===== config.mk =====
export PLATFORM = sky130hd
export DESIGN_NAME = reg_bank_write_arbiter
export DESIGN_NICKNAME = d
export VERILOG_FILES = /design/src/rtl/reg_bank_write_arbiter_pkg.sv /design/src/rtl/reg_bank_write_arbiter_rr_arbiter.sv /design/src/rtl/reg_bank_write_arbiter.sv
export SDC_FILE = /design/constraint.sdc
export NUM_CORES = 1
export LEC_CHECK = 0
export BUFFER_PORTS_ARGS = -buffer_cell sky130_fd_sc_hd__buf_2
export CAP_MARGIN = 20
export CORE_AREA = 8 8 101 103
export CTS_BUF_LIST = sky130_fd_sc_hd__clkbuf_4 sky130_fd_sc_hd__clkbuf_8
export DETAILED_ROUTE_END_ITERATION = 7
export DIE_AREA = 0 0 109 111
export GPL_TIMING_DRIVEN = 0
export PLACE_DENSITY = 0.71
export SLEW_MARGIN = 20
export SYNTH_ARGS = -nofsm -noshare
export SYNTH_HDL_FRONTEND = slang
export SYNTH_SLANG_ARGS = --single-unit

===== constraint.sdc =====
create_clock -name CLK -period 4.7 [get_ports CLK]
set_input_delay 0.94 -clock CLK [delete_from_list [all_inputs] [get_ports CLK]]
set_output_delay 0.94 -clock CLK [all_outputs]
set_load 0.01 [all_outputs]

===== src/rtl/reg_bank_write_arbiter_pkg.sv =====
// Shared bank geometry and entry/bank types for the register-bank write arbiter.
// Bank packing matches the flat bus: entry 0 occupies the least significant bits.
package reg_bank_pkg;
   localparam int DEPTH = 10;
   localparam int WIDTH = 10;
   localparam int IDXW  = 4;

   typedef struct packed {
      logic [WIDTH-1:0] x;
   } entry_t;

   typedef entry_t [DEPTH-1:0] bank_t;
endpackage


===== src/rtl/reg_bank_write_arbiter_rr_arbiter.sv =====
// Round-robin arbiter: first valid requester at or after ptr_i (wrapping) wins.
// hold_i suppresses every grant; the grant is purely combinational.
module rr_arbiter #(
   parameter int NREQ = 4,
   parameter int GW   = (NREQ > 1) ? $clog2(NREQ) : 1
) (
   input  logic [NREQ-1:0] req_i,
   input  logic [GW-1:0]   ptr_i,
   input  logic            hold_i,
   output logic [NREQ-1:0] gnt_o,
   output logic [GW-1:0]   gnt_idx_o
);
   localparam int CW = GW + 1;

   logic          found_s;
   logic [CW-1:0] cand_s;

   // Wrapping priority search starting at ptr_i
   always_comb begin
      gnt_o     = '0;
      gnt_idx_o = '0;
      found_s   = 1'b0;
      cand_s    = '0;
      for (int o = 0; o < NREQ; o++) begin
         cand_s = {1'b0, ptr_i} + CW'(o);
         if (cand_s >= CW'(NREQ)) begin
            cand_s = cand_s - CW'(NREQ);
         end else begin
            cand_s = cand_s;
         end
         if (!hold_i && !found_s && req_i[cand_s]) begin
            found_s        = 1'b1;
            gnt_o[cand_s]  = 1'b1;
            gnt_idx_o      = cand_s[GW-1:0];
         end else begin
            found_s = found_s;
         end
      end
   end
endmodule


===== src/rtl/reg_bank_write_arbiter.sv =====
// Arbitrates NREQ write requesters onto a shared free-running register bank by
// feeding back bank_O as bank_I, overriding at most one entry per cycle.
module reg_bank_write_arbiter
   import reg_bank_pkg::*;
#(
   parameter int NREQ = 4
) (
   input  logic                   CLK,
   input  logic                   ASYNCRESET,
   input  logic [NREQ-1:0]        req_valid,
   input  logic [NREQ*IDXW-1:0]   req_idx,
   input  logic [NREQ*WIDTH-1:0]  req_data,
   output logic [NREQ-1:0]        req_ready,
   input  logic                   hold,
   input  logic [DEPTH*WIDTH-1:0] bank_O,
   output logic [DEPTH*WIDTH-1:0] bank_I,
   output logic [IDXW-1:0]        last_grant,
   output logic                   wr_fire,
   output logic                   err_idx,
   input  logic                   err_clr
);
   localparam int GW = (NREQ > 1) ? $clog2(NREQ) : 1;

   logic [NREQ-1:0]  gnt_s;
   logic [GW-1:0]    gnt_idx_s;
   logic             gnt_any_s;
   logic [IDXW-1:0]  sel_idx_s;
   logic [WIDTH-1:0] sel_data_s;
   logic             idx_bad_s;
   bank_t            bank_cur_s;
   bank_t            bank_nxt_s;

   logic [GW-1:0]    rr_ptr_q,     rr_ptr_d;
   logic [IDXW-1:0]  last_grant_q, last_grant_d;
   logic             wr_fire_q,    wr_fire_d;
   logic             err_idx_q,    err_idx_d;

   rr_arbiter #(.NREQ(NREQ), .GW(GW)) u_arb (
      .req_i     (req_valid),
      .ptr_i     (rr_ptr_q),
      .hold_i    (hold),
      .gnt_o     (gnt_s),
      .gnt_idx_o (gnt_idx_s)
   );

   assign gnt_any_s  = |gnt_s;
   assign req_ready  = gnt_s;
   assign bank_cur_s = bank_O;
   assign bank_I     = bank_nxt_s;

   // Select the winning requester's index and data, then build the next bank image
   always_comb begin
      sel_idx_s  = '0;
      sel_data_s = '0;
      for (int i = 0; i < NREQ; i++) begin
         if (gnt_s[i]) begin
            sel_idx_s  = req_idx[i*IDXW +: IDXW];
            sel_data_s = req_data[i*WIDTH +: WIDTH];
         end else begin
            sel_idx_s  = sel_idx_s;
         end
      end
      idx_bad_s  = gnt_any_s && (sel_idx_s >= IDXW'(DEPTH));
      bank_nxt_s = bank_cur_s;
      for (int k = 0; k < DEPTH; k++) begin
         if (gnt_any_s && (sel_idx_s == IDXW'(k))) begin
            bank_nxt_s[k].x = sel_data_s;
         end else begin
            bank_nxt_s[k].x = bank_cur_s[k].x;
         end
      end
   end

   // Next-state for pointer, last grant, fire pulse and sticky error (set beats clear)
   always_comb begin
      if (gnt_any_s) begin
         rr_ptr_d     = (gnt_idx_s == GW'(NREQ - 1)) ? GW'(0) : gnt_idx_s + GW'(1);
         last_grant_d = IDXW'(gnt_idx_s);
      end else begin
         rr_ptr_d     = rr_ptr_q;
         last_grant_d = last_grant_q;
      end
      wr_fire_d = gnt_any_s;
      if (idx_bad_s) begin
         err_idx_d = 1'b1;
      end else if (err_clr) begin
         err_idx_d = 1'b0;
      end else begin
         err_idx_d = err_idx_q;
      end
   end

   // State registers
   always_ff @(posedge CLK or posedge ASYNCRESET) begin
      if (ASYNCRESET) begin
         rr_ptr_q     <= '0;
         last_grant_q <= '0;
         wr_fire_q    <= 1'b0;
         err_idx_q    <= 1'b0;
      end else begin
         rr_ptr_q     <= rr_ptr_d;
         last_grant_q <= last_grant_d;
         wr_fire_q    <= wr_fire_d;
         err_idx_q    <= err_idx_d;
      end
   end

   assign last_grant = last_grant_q;
   assign wr_fire    = wr_fire_q;
   assign err_idx    = err_idx_q;
endmodule


==> flow_summary_export.csv, run 1 <==
group,metric,value,unit
worst_setup_path,worstSetupPathType,"in -> out",
grt,grt_max_degree,13,
worst_setup_path,endpoint_kind,"output pin",
timing,worst_slack,-0.316,ns
yosys,synthArstFlopShare,100,%
yosys,synth_warnings,0,
routing,wl,18500,µm
status,status,"finished with violations",
clock_network,clockRootBuffer,"clkbuf_8",
floorplanning,ios,274,
routing,first_pass_iters,5,
min_path,hold_path.class,"reg -> reg",
yosys,synth_adder_area_share,3.37,%
timing,maxSlewViolCount,0,
timing,finalCritPeriodShare,107,%
floorplanning,core-area,8550,µm²
yosys,synth_mux_area_share,47.4,%
timing,whs,0.536,ns
timing,clock_skew,0.000187,ns
yosys,synth_top_family_by_area,"multiplexers",
floorplanning,die_w,109,µm
yosys,yosys_most_used_dff,"dfrtp_1",
clock_network,tritoncts,"built",
yosys,seq_area_frac_synth,5.78,%
clock_network,insertion_delay,0.22,ns
clock_network,clock_sinks,6,
place,hpwl,13200,µm
timing,hold_viol,0,
worst_setup_path,arrival,4.08,ns
floorplanning,die_h,111,µm
routing,vias_per_cell,5.38,
worst_setup_path,crit_required,3.76,ns
grt,grt_busiest_layer,"met2",
yosys,synth_compound_area_share,21.2,%
final_layout,drive_gt1_share,78.3,%
floorplanning,die-area,12100,µm²
worst_setup_path,worst_path_max_delay_cell,"mux4_2",
worst_setup_path,crit_path_max_fanout,8,
worst_setup_path,path_common_cell,"buf_4",
grt,grt_pass1_wl,25900,µm
yosys,syn_inst,292,
grt,grt_use_total,27.9,%
status,violations,"setup timing",
yosys,yosysUniqueCellTypes,53,
pwr,p_leak,2.90,nW
clock_network,postCtsHoldBufs,0,
clock_network,h-tree-depth,1,
floorplanning,start_util,30.4,%
yosys,yosysTopAreaCell,"mux2_2",
clock_network,clk_pin_slew,0.04,ns
yosys,ys_top_cells_by_area,"mux2_2 (27%), mux2_1 (13%), a221o_1 (5.8%), dfrtp_1 (5.8%), mux2_4 (5.8%)",
timing,setup_viol,100,
routing,wl_per_cell,24.9,µm
run,cap_viol_max_count,0,
timing,fin_crit,5.02,ns
timing,setup-tns-final,-23.44,ns
yosys,synth_top_area_share,26.9,%
routing,initialDrtViolationCount,317,
grt,met2_usage,50.1,%
worst_setup_path,cp_cell_sequence,"buf_4 -> mux4_2 -> or3b_1 -> a21oi_1 -> a221o_2 -> buf_4 -> a221oi_4 -> o31ai_4 -> buf_4 -> nor2_4 -> buf_4 -> nand2b_4 -> buf_8 -> mux2_4 -> buf_2",
yosys,synth.cell_area,2600,µm²
pwr,p_total,0.00353,W
yosys,synth-edff-count,0,
grt,first_global_vias,4246,
worst_setup_path,cpPeakStageDelay,0.54,ns
grt,grt_overflow,0,
routing,drcViolationCount,0,
yosys,synth-seq-cells,6,
pwr,ir_worst_vdd,0.382,mV
final_layout,nets,803,
floorplanning,rows,34,
clock_network,clockBufferDepth,2,
final_layout,area_growth_syn_to_layout,119,%
place,port_buffers,271,
timing,maxSlewHeadroom,60.0,%
yosys,avgSynthCellArea,8.89,µm²
worst_setup_path,worstSetupStartpointType,"primary input",
timing,tightest_slew,0.600,ns
pwr,p_per_area,619,nW/µm²
grt,grt_use_met1,29.0,%
timing,rsz0062_at_grt,"true",
grt,met3_usage,8.84,%
grt,antenna_found_initial,6,
place,preCtsSetupSlack,-0.896,ns
place,gp_congestion,0.864,
routing,num_vias,3999,
timing,fmax,0.199,GHz
yosys,synth-xor-area-share,0.337,%
yosys,post_synth_and_or_nand_nor_area_fraction,15.8,%
clock_network,cts_buffers,3,
routing,ant_nets,0,
-- worst max-delay path, delay by kind of cell --
family	cells	cell delay, ns
buffers and inverters	6	0.92
muxes	2	0.84
AOI/OAI and AO/OA	4	0.84
and+or+nand+nor	3	0.53
-- Yosys cell counts, types with 2 or more instances --
| library cell | number |
|---|---|
| a221oi_1 | 2 |
| mux4_2 | 2 |
| nor2_1 | 11 |
| nand2b_1 | 4 |
| a32o_1 | 3 |
| o21ai_1 | 11 |
| or3b_1 | 3 |
| clkbuf_1 | 5 |
| buf_4 | 4 |
| mux2_2 | 62 |
| nor4_1 | 2 |
| nor3b_1 | 4 |
| and2_1 | 3 |
| inv_1 | 10 |
| mux2_4 | 10 |
| nor2_4 | 2 |
| o311a_1 | 2 |
| a221oi_2 | 2 |
| a21oi_1 | 10 |
| dfrtp_1 | 6 |
| buf_6 | 2 |
| o21ai_0 | 18 |
| buf_2 | 8 |
| ha_1 | 7 |
| a221o_1 | 15 |
| nor2_2 | 3 |
| nor3_1 | 2 |
| nor2b_1 | 6 |
| mux2_1 | 30 |
| nand2_1 | 18 |
| nand2_2 | 2 |
| and3b_1 | 2 |
-- routing by layer --
layer,vias up,routed length [µm]
li1,1807,-
met1,1897,6270
met2,246,9460
met3,47,2040
met4,2,688
met5,-,12
-- through the flow --
step	instances	cell area (µm²)	util, %
after floorplan	293	2600	-
after global placement	672	4090	47.8
after detailed placement	672	4090	47.8
after CTS	729	5510	64.5
after global routing	743	5700	66.6
final	743	5700	66.6
-- kinds of logic (layout without fill, tap and decap cells) --
| group | count (synthesis) | in the layout |
|---|---|---|
| buffers and inverters | 31 | 364 |
| adder cells (fa/ha/maj) | 7 | 7 |
| multiplexers | 104 | 104 |
| XOR/XNOR | 1 | 1 |
| other | 1 | 7 |
| AND/OR/NAND/NOR | 69 | 71 |
| AO/OA/AOI/OAI | 73 | 75 |
| flip-flops | 6 | 6 |
-- power breakdown --
group | switching, W | total (W) | internal (W)
registers | 0.0000147 | 0.0000928 | 0.0000781
logic | 0.00170 | 0.00336 | 0.00166
clock network | 0.0000224 | 0.0000775 | 0.0000550
-- timing repair --
item                                    4_1_cts  5_1_grt
pin swaps                                    28       12
endpoints found under the setup margin      100      100
gates resized for setup                     197       20
setup buffers                                47        8
gates cloned                                  7        1
-- final timing paths --
kind                                      end  slack [ns]         start  depth (start not counted)
worst max register to register        err_idx        1.26          flop                         14
worst min register to register        err_idx        0.54       err_idx                          2
worst max-delay path               bank_I[17]       -0.32  req_valid[2]                         15
worst min-delay path                  err_idx        0.54       err_idx                          2
min in group asynchronous       last_grant[0]        0.63    ASYNCRESET                          2
max in group asynchronous         rr_ptr_q[1]        3.85    ASYNCRESET                          2
-- placed cells by master (no fill, tap or decap), types with 4 or more instances in the layout --
cell      instances
a21oi_1           7
buf_12           13
inv_1             8
mux2_4           56
ha_1              6
nor2_4            6
nor2b_1           5
clkbuf_2          4
buf_4            40
diode_2           5
buf_2           221
nor2_1            9
o21ai_2          11
o21ai_4           6
nand2_1          18
buf_6            68
a221o_1          13
dfrtp_1           4
mux2_2           27
mux2_1           19
o21ai_0          14
-- area by class of cell --
class | instances | area (µm²)
Timing Repair Buffer | 330 | 2340
Buffer | 20 | 169
Tap cell | 108 | 135
Inverter | 11 | 46.3
Fill cell | 641 | 2850
Multi-Input combinational cell | 260 | 2800
Antenna cell | 5 | 12.5
Clock buffer | 3 | 41.3
Sequential cell | 6 | 153
No activity file was read; power rests on OpenSTA's default activity.
==> run 2, diff against run 1 <==
--- a/config.mk
+++ b/config.mk
@@ -7,13 +7,14 @@
 export LEC_CHECK = 0
 export BUFFER_PORTS_ARGS = -buffer_cell sky130_fd_sc_hd__buf_2
 export CAP_MARGIN = 20
-export CORE_AREA = 8 8 101 103
+export CORE_AREA = 8 8 100 102
 export CTS_BUF_LIST = sky130_fd_sc_hd__clkbuf_4 sky130_fd_sc_hd__clkbuf_8
 export DETAILED_ROUTE_END_ITERATION = 7
-export DIE_AREA = 0 0 109 111
+export DIE_AREA = 0 0 108 110
 export GPL_TIMING_DRIVEN = 0
-export PLACE_DENSITY = 0.71
+export PLACE_DENSITY = 0.72
 export SLEW_MARGIN = 20
 export SYNTH_ARGS = -nofsm -noshare
 export SYNTH_HDL_FRONTEND = slang
+export SYNTH_HIERARCHICAL = 1
 export SYNTH_SLANG_ARGS = --single-unit
==> flow_summary_export.csv, run 2 <==
group,metric,value,unit
pwr,clockPowerShare,1.8,%
worst_setup_path,crit_path_max_fanout,7,
clock_network,cts_buffers,3,
pwr,p_int,0.00227,W
pwr,swShare,47.1,%
timing,hold_viol,0,
grt,grt_use_total,25.7,%
grt,met3_usage,5.52,%
routing,first_pass_iters,4,
pwr,p_per_area,730,nW/µm²
yosys,avgSynthCellArea,9.38,µm²
final_layout,layout_common_cells,"buf_2 (201), buf_6 (90), mux2_4 (63)",
yosys,ys_top_cells_by_area,"mux2_2 (45%), dfrtp_1 (5.9%), ha_1 (3.9%), nor2b_1 (3.7%), a221oi_1 (3.4%)",
grt,met2_usage,47.6,%
routing,wl_per_cell,23.9,µm
place,preCtsSetupSlack,-1.02,ns
timing,tightest_slew,0.580,ns
routing,vias_per_cell,5.32,
clock_network,clockRootBuffer,"clkbuf_8",
worst_setup_path,arrival,4.42,ns
yosys,synth_top_area_share,45.2,%
pwr,ir_worst_vdd,0.412,mV
place,hpwl,12100,µm
worst_setup_path,worstSetupStartpointType,"primary input",
pwr,switching_power,0.00202,W
pwr,combPwrFrac,96.0,%
clock_network,h-tree-depth,1,
grt,antenna_found_initial,4,
timing,rsz0062_at_grt,"true",
floorplanning,die-area,11900,µm²
yosys,yosys_most_used_dff,"dfrtp_1",
routing,ant_nets,0,
timing,worst_slack,-0.658,ns
status,status,"finished with violations",
worst_setup_path,cpPeakStageDelay,0.47,ns
routing,initialDrtViolationCount,163,
place,port_buffers,270,
yosys,seq_area_frac_synth,5.91,%
pwr,seq_power_share,2.2,%
run,cap_viol_max_count,0,
grt,first_global_vias,4082,
routing,drcViolationCount,0,
worst_setup_path,cp_cell_sequence,"buf_8 -> mux4_2 -> or3_4 -> a2111oi_4 -> buf_4 -> a221o_1 -> buf_6 -> a21oi_4 -> a221oi_4 -> nor2_4 -> buf_12 -> nor4b_4 -> buf_6 -> mux2_4 -> buf_6",
worst_setup_path,crit_required,3.76,ns
clock_network,postCtsHoldBufs,0,
yosys,yosysTopAreaCell,"mux2_2",
place,dpl_cell_area,4260,µm²
floorplanning,die_w,108,µm
timing,maxSlewViolCount,0,
worst_setup_path,crit_family,"buffers and inverters",
floorplanning,die_h,110,µm
timing,setup_viol,100,
clock_network,tritoncts,"built",
routing,num_vias,3867,
timing,clock_skew,0.00135,ns
pwr,p_leak,2.90,nW
final_layout,nets,789,
worst_setup_path,path_common_cell,"buf_6",
grt,grt_use_met1,27.7,%
timing,maxSlewHeadroom,61.4,%
timing,fin_crit,5.36,ns
timing,fmax,0.187,GHz
floorplanning,ios,274,
yosys,yosys-top-cells-count,"mux2_2 (102), nand2_1 (19), nor2b_1 (15), o31ai_1 (11), a221oi_1 (10)",
yosys,syn_inst,271,
worst_setup_path,worstSetupPathType,"in -> out",
final_layout,area_growth_syn_to_layout,131,%
floorplanning,start_util,30.0,%
yosys,synth.cell_area,2540,µm²
status,violations,"setup timing",
place,gp_congestion,0.931,
grt,grt_busiest_layer,"met2",
routing,wl,17300,µm
grt,grt_pass1_wl,23600,µm
clock_network,clockBufferDepth,2,
yosys,yosysUniqueCellTypes,45,
final_layout,fillers,641,
yosys,synth-edff-count,0,
timing,finalCritPeriodShare,114,%
min_path,hold_path.class,"reg -> reg",
final_layout,final_common_cell,"buf_2",
floorplanning,rows,34,
yosys,synthArstFlopShare,100,%
grt,grt_overflow,0,
clock_network,clk_pin_slew,0.04,ns
worst_setup_path,critPathBufInv,6,
yosys,synth_warnings,6,
yosys,synth-seq-cells,6,
yosys,synth_most_common_cell,"mux2_2",
grt,grt_max_degree,11,
worst_setup_path,endpoint_kind,"output pin",
final_layout,drive_gt1_share,82.9,%
worst_setup_path,worst_path_max_delay_cell,"mux4_2",
floorplanning,core-area,8470,µm²
final_layout,final_cell_area,5870,µm²
clock_network,insertion_delay,0.22,ns
clock_network,clock_sinks,6,
run 2: cell count changes after synthesis, moves of 10 or more:
| cell | before | now |
|---|---|---|
| mux2_2 | 62 | 102 |
| mux2_1 | 30 | 1 |
| o31ai_1 | 0 | 11 |
| o21ai_1 | 11 | 0 |
| o21ai_0 | 18 | 1 |
| mux2_4 | 10 | 0 |
run 2: cells by family (layout without fill, tap and decap cells):
kind of cell	Yosys count	in the layout	share of synthesized area, %
compound gates	50	50	16.4
fa+ha+maj	8	8	3.94
buf+inv	33	375	7.04
flops	6	6	5.91
mux	109	109	49.5
other cells	1	6	0.148
simple gates	64	65	17.1
run 2: path summary, 6_finish.rpt:
kind | slack (ns) | end | depth (start not counted) | startpoint
worst max register to register | 1.19 | err_idx | 16 | rr_ptr_q[1]
min in group asynchronous | 0.62 | wr_fire | 2 | ASYNCRESET
max in group asynchronous | 3.89 | rr_ptr_q[0] | 2 | ASYNCRESET
worst min-delay path | 0.51 | last_grant[1] | 1 | last_grant[1]
worst min register to register | 0.51 | last_grant[1] | 1 | last_grant[1]
worst max-delay path | -0.66 | bank_I[34] | 15 | req_valid[3]
run 2: repair_timing:
item,CTS,global route
buffers inserted,48,20
resized for setup,161,25
pin swaps,22,16
cloned,5,0
setup endpoints to repair,100,100
run 2: power groups by stage:
stage,combinational [W],clock (W),sequential [W]
6_report,0.00411,0.0000768,0.0000929
5_1_grt,0.00431,0.0000814,0.0000951
3_5_place_dp,0.00263,0,0.0000993
2_1_floorplan,0.00182,0,0.000101
4_1_cts,0.00378,0.0000777,0.0000927
3_3_place_gp,0.00259,0,0.0000986
run 2: area by class of cell:
cell class              count  area [µm²]  share of cell area [%]
clock buffers               3        41.3                   0.704
flip-flops and latches      6         151                    2.58
well taps                 108         135                    2.30
plain buffers              23         203                    3.45
inverters                   9        41.3                   0.704
multi-input cells         234        2790                    47.5
diodes                      4        10.0                   0.171
repair buffers            340        2500                    42.6
run 2: metal layers:
metal  routed length, µm  share of wire, %
met2                9260                53
met1                6260                36
met3                1250               7.2
met4                 540               3.1
met5                  23              0.13
run 2: through the flow:
step | std cells | hold WS, ns | total power, W | utilization, % | TNS, ns
after floorplan | 272 | 0.544 | 0.00192 | - | -12.81
after global placement | 650 | 0.496 | 0.00269 | 50.3 | -74.58
after detailed placement | 650 | 0.500 | 0.00273 | 50.3 | -80.52
after CTS | 706 | 0.510 | 0.00395 | 66.7 | -60.46
after global routing | 725 | 0.529 | 0.00449 | 69.2 | -72.40
final | 727 | 0.509 | 0.00428 | 69.3 | -56.78
run 2: worst register-to-register path: cells and delay by family (launching register included):
kind	cells	cell delay, ns
AOI/OAI and AO/OA	5	1.24
adders and majority gates	1	0.28
buffers and inverters	7	1.03
DFF	1	0.36
muxes	1	0.31
and+or+nand+nor	2	0.17
==> run 3, diff against run 2 <==
--- a/config.mk
+++ b/config.mk
@@ -12,8 +12,7 @@
 export DETAILED_ROUTE_END_ITERATION = 7
 export DIE_AREA = 0 0 108 110
 export GPL_TIMING_DRIVEN = 0
-export PLACE_DENSITY = 0.72
-export SLEW_MARGIN = 20
+export PLACE_DENSITY = 0.69
 export SYNTH_ARGS = -nofsm -noshare
 export SYNTH_HDL_FRONTEND = slang
 export SYNTH_HIERARCHICAL = 1
==> constraint.sdc (replaced) <==
create_clock -name CLK -period 6.4 [get_ports CLK]
set_input_delay 1.28 -clock CLK [delete_from_list [all_inputs] [get_ports CLK]]
set_output_delay 1.28 -clock CLK [all_outputs]
set_load 0.01 [all_outputs]
==> flow_summary_export.csv, run 3 (synthesis results as in run 2) <==
group,metric,value,unit
status,status,"finished, final reports clean",
run,cap_viol_max_count,0,
floorplanning,die_w,108,µm
worst_setup_path,critPathBufInv,5,
timing,rsz0062_at_grt,"false",
timing,maxSlewHeadroom,63.9,%
worst_setup_path,rr_startpoint,"rr_ptr_q[1]",
pwr,p_per_area,495,nW/µm²
worst_setup_path,worstSetupStartpointType,"primary input",
worst_setup_path,crit_required,5.12,ns
clock_network,insertion_delay,0.22,ns
clock_network,clockBufferDepth,2,
routing,vias_per_cell,5.13,
timing,setup-tns-final,0,ns
grt,first_global_vias,3592,
place,dp_cells,660,
pwr,p_leak,2.15,nW
grt,grt_use_total,22.0,%
floorplanning,ios,274,
timing,maxSlewViolCount,0,
clock_network,postCtsHoldBufs,0,
clock_network,clock_sinks,6,
worst_setup_path,crit_path_max_fanout,10,
timing,worst_slack,0.253,ns
grt,grt_pass1_wl,20700,µm
timing,fin_crit,6.15,ns
clock_network,h-tree-depth,1,
floorplanning,die-area,11900,µm²
worst_setup_path,worstSetupPathType,"in -> out",
grt,grt_max_degree,13,
timing,fmax,0.163,GHz
timing,clock_skew,0.00423,ns
floorplanning,core-area,8470,µm²
final_layout,drive_gt1_share,77.3,%
final_layout,finalNonFillerCells,674,
min_path,hold_path_startpoint,"err_idx",
routing,drcViolationCount,0,
routing,ant_nets,0,
min_path,hold_path.class,"reg -> reg",
pwr,p_total,0.00212,W
worst_setup_path,crit_start,"req_valid[2]",
grt,antenna_found_initial,1,
worst_setup_path,cpPeakStageDelay,0.52,ns
worst_setup_path,cp_cell_sequence,"buf_2 -> mux4_2 -> or3_4 -> a2111oi_4 -> a221o_1 -> buf_6 -> nor2b_1 -> a221o_1 -> a22oi_2 -> buf_4 -> nor4b_2 -> buf_4 -> mux2_2 -> buf_2",
final_layout,area_growth_syn_to_layout,68.5,%
routing,first_pass_iters,5,
timing,setup_viol,0,
routing,wl_per_cell,21.5,µm
clock_network,cts_buffers,3,
place,hpwl,12400,µm
clock_network,clockRootBuffer,"clkbuf_8",
place,gp_congestion,0.875,
routing,wl,14500,µm
timing,hold_viol,0,
worst_setup_path,crit_family,"compound AO/OA/AOI/OAI gates",
final_layout,layout_common_cells,"buf_2 (279), mux2_2 (102), buf_4 (25)",
final_layout,nets,738,
place,preCtsSetupSlack,-0.0347,ns
routing,initialDrtViolationCount,253,
worst_setup_path,reg2reg_slack,2.47,ns
routing,num_vias,3456,
timing,finalCritPeriodShare,96.0,%
worst_setup_path,worst_path_max_delay_cell,"mux4_2",
grt,grt_overflow,0,
worst_setup_path,endpoint_kind,"output pin",
floorplanning,die_h,110,µm
floorplanning,rows,34,
final_layout,fillers,853,
clock_network,tritoncts,"built",
timing,tightest_slew,0.537,ns
worst_setup_path,arrival,4.87,ns
final_layout,final_common_cell,"buf_2",
clock_network,clk_pin_slew,0.04,ns
pwr,ir_worst_vdd,0.220,mV
place,port_buffers,270,
floorplanning,start_util,30.0,%
-- run 3: path summary, 6_finish.rpt --
path,end,depth (start not counted)
setup / recovery,bank_I[31],14
hold / removal,err_idx,1
setup reg to reg,err_idx,13
hold reg to reg,err_idx,1
max in group asynchronous,rr_ptr_q[0],2
min in group asynchronous,err_idx,2
-- run 3: cell type report --
type	instances	area (µm²)	area share (%)
plain buffers	23	145	3.39
repair buffers	290	1490	34.8
clock buffers	3	41.3	0.964
diodes	2	5.00	0.117
multi-input cells	233	2280	53.3
flip-flops and latches	6	150	3.51
inverters	9	33.8	0.789
well taps	108	135	3.16
-- run 3: timing repair --
action / CTS / global route
setup endpoints to repair: 27 / 91
pin swaps: 1 / 5
setup buffers: 0 / 10
gates resized for setup: 2 / 7
-- run 3: per-stage QoR --
step                      hold slack [ns]  utilization (%)  instance area (µm²)
after detailed placement            0.490             48.7                 4120
after global placement              0.490             47.6                 4030
final                               0.502             50.6                 4280
after global routing                0.524             50.6                 4280
after CTS                           0.509             49.1                 4160
after floorplan                     0.544                -                 2540
-- run 3: power by group --
group          total (W)  internal, W  switching [W]
registers      0.0000773    0.0000570      0.0000202
clock network  0.0000566    0.0000404      0.0000162
logic            0.00198     0.000876        0.00111
total            0.00212     0.000973        0.00114
-- run 3: routing by layer --
metal	track usage (%)	vias to the layer above	wire length [µm]
met5	0	-	0
met4	5.25	0	216
met3	4.13	18	1170
met2	40.1	164	7720
met1	25.9	1641	5410
li1	-	1633	-
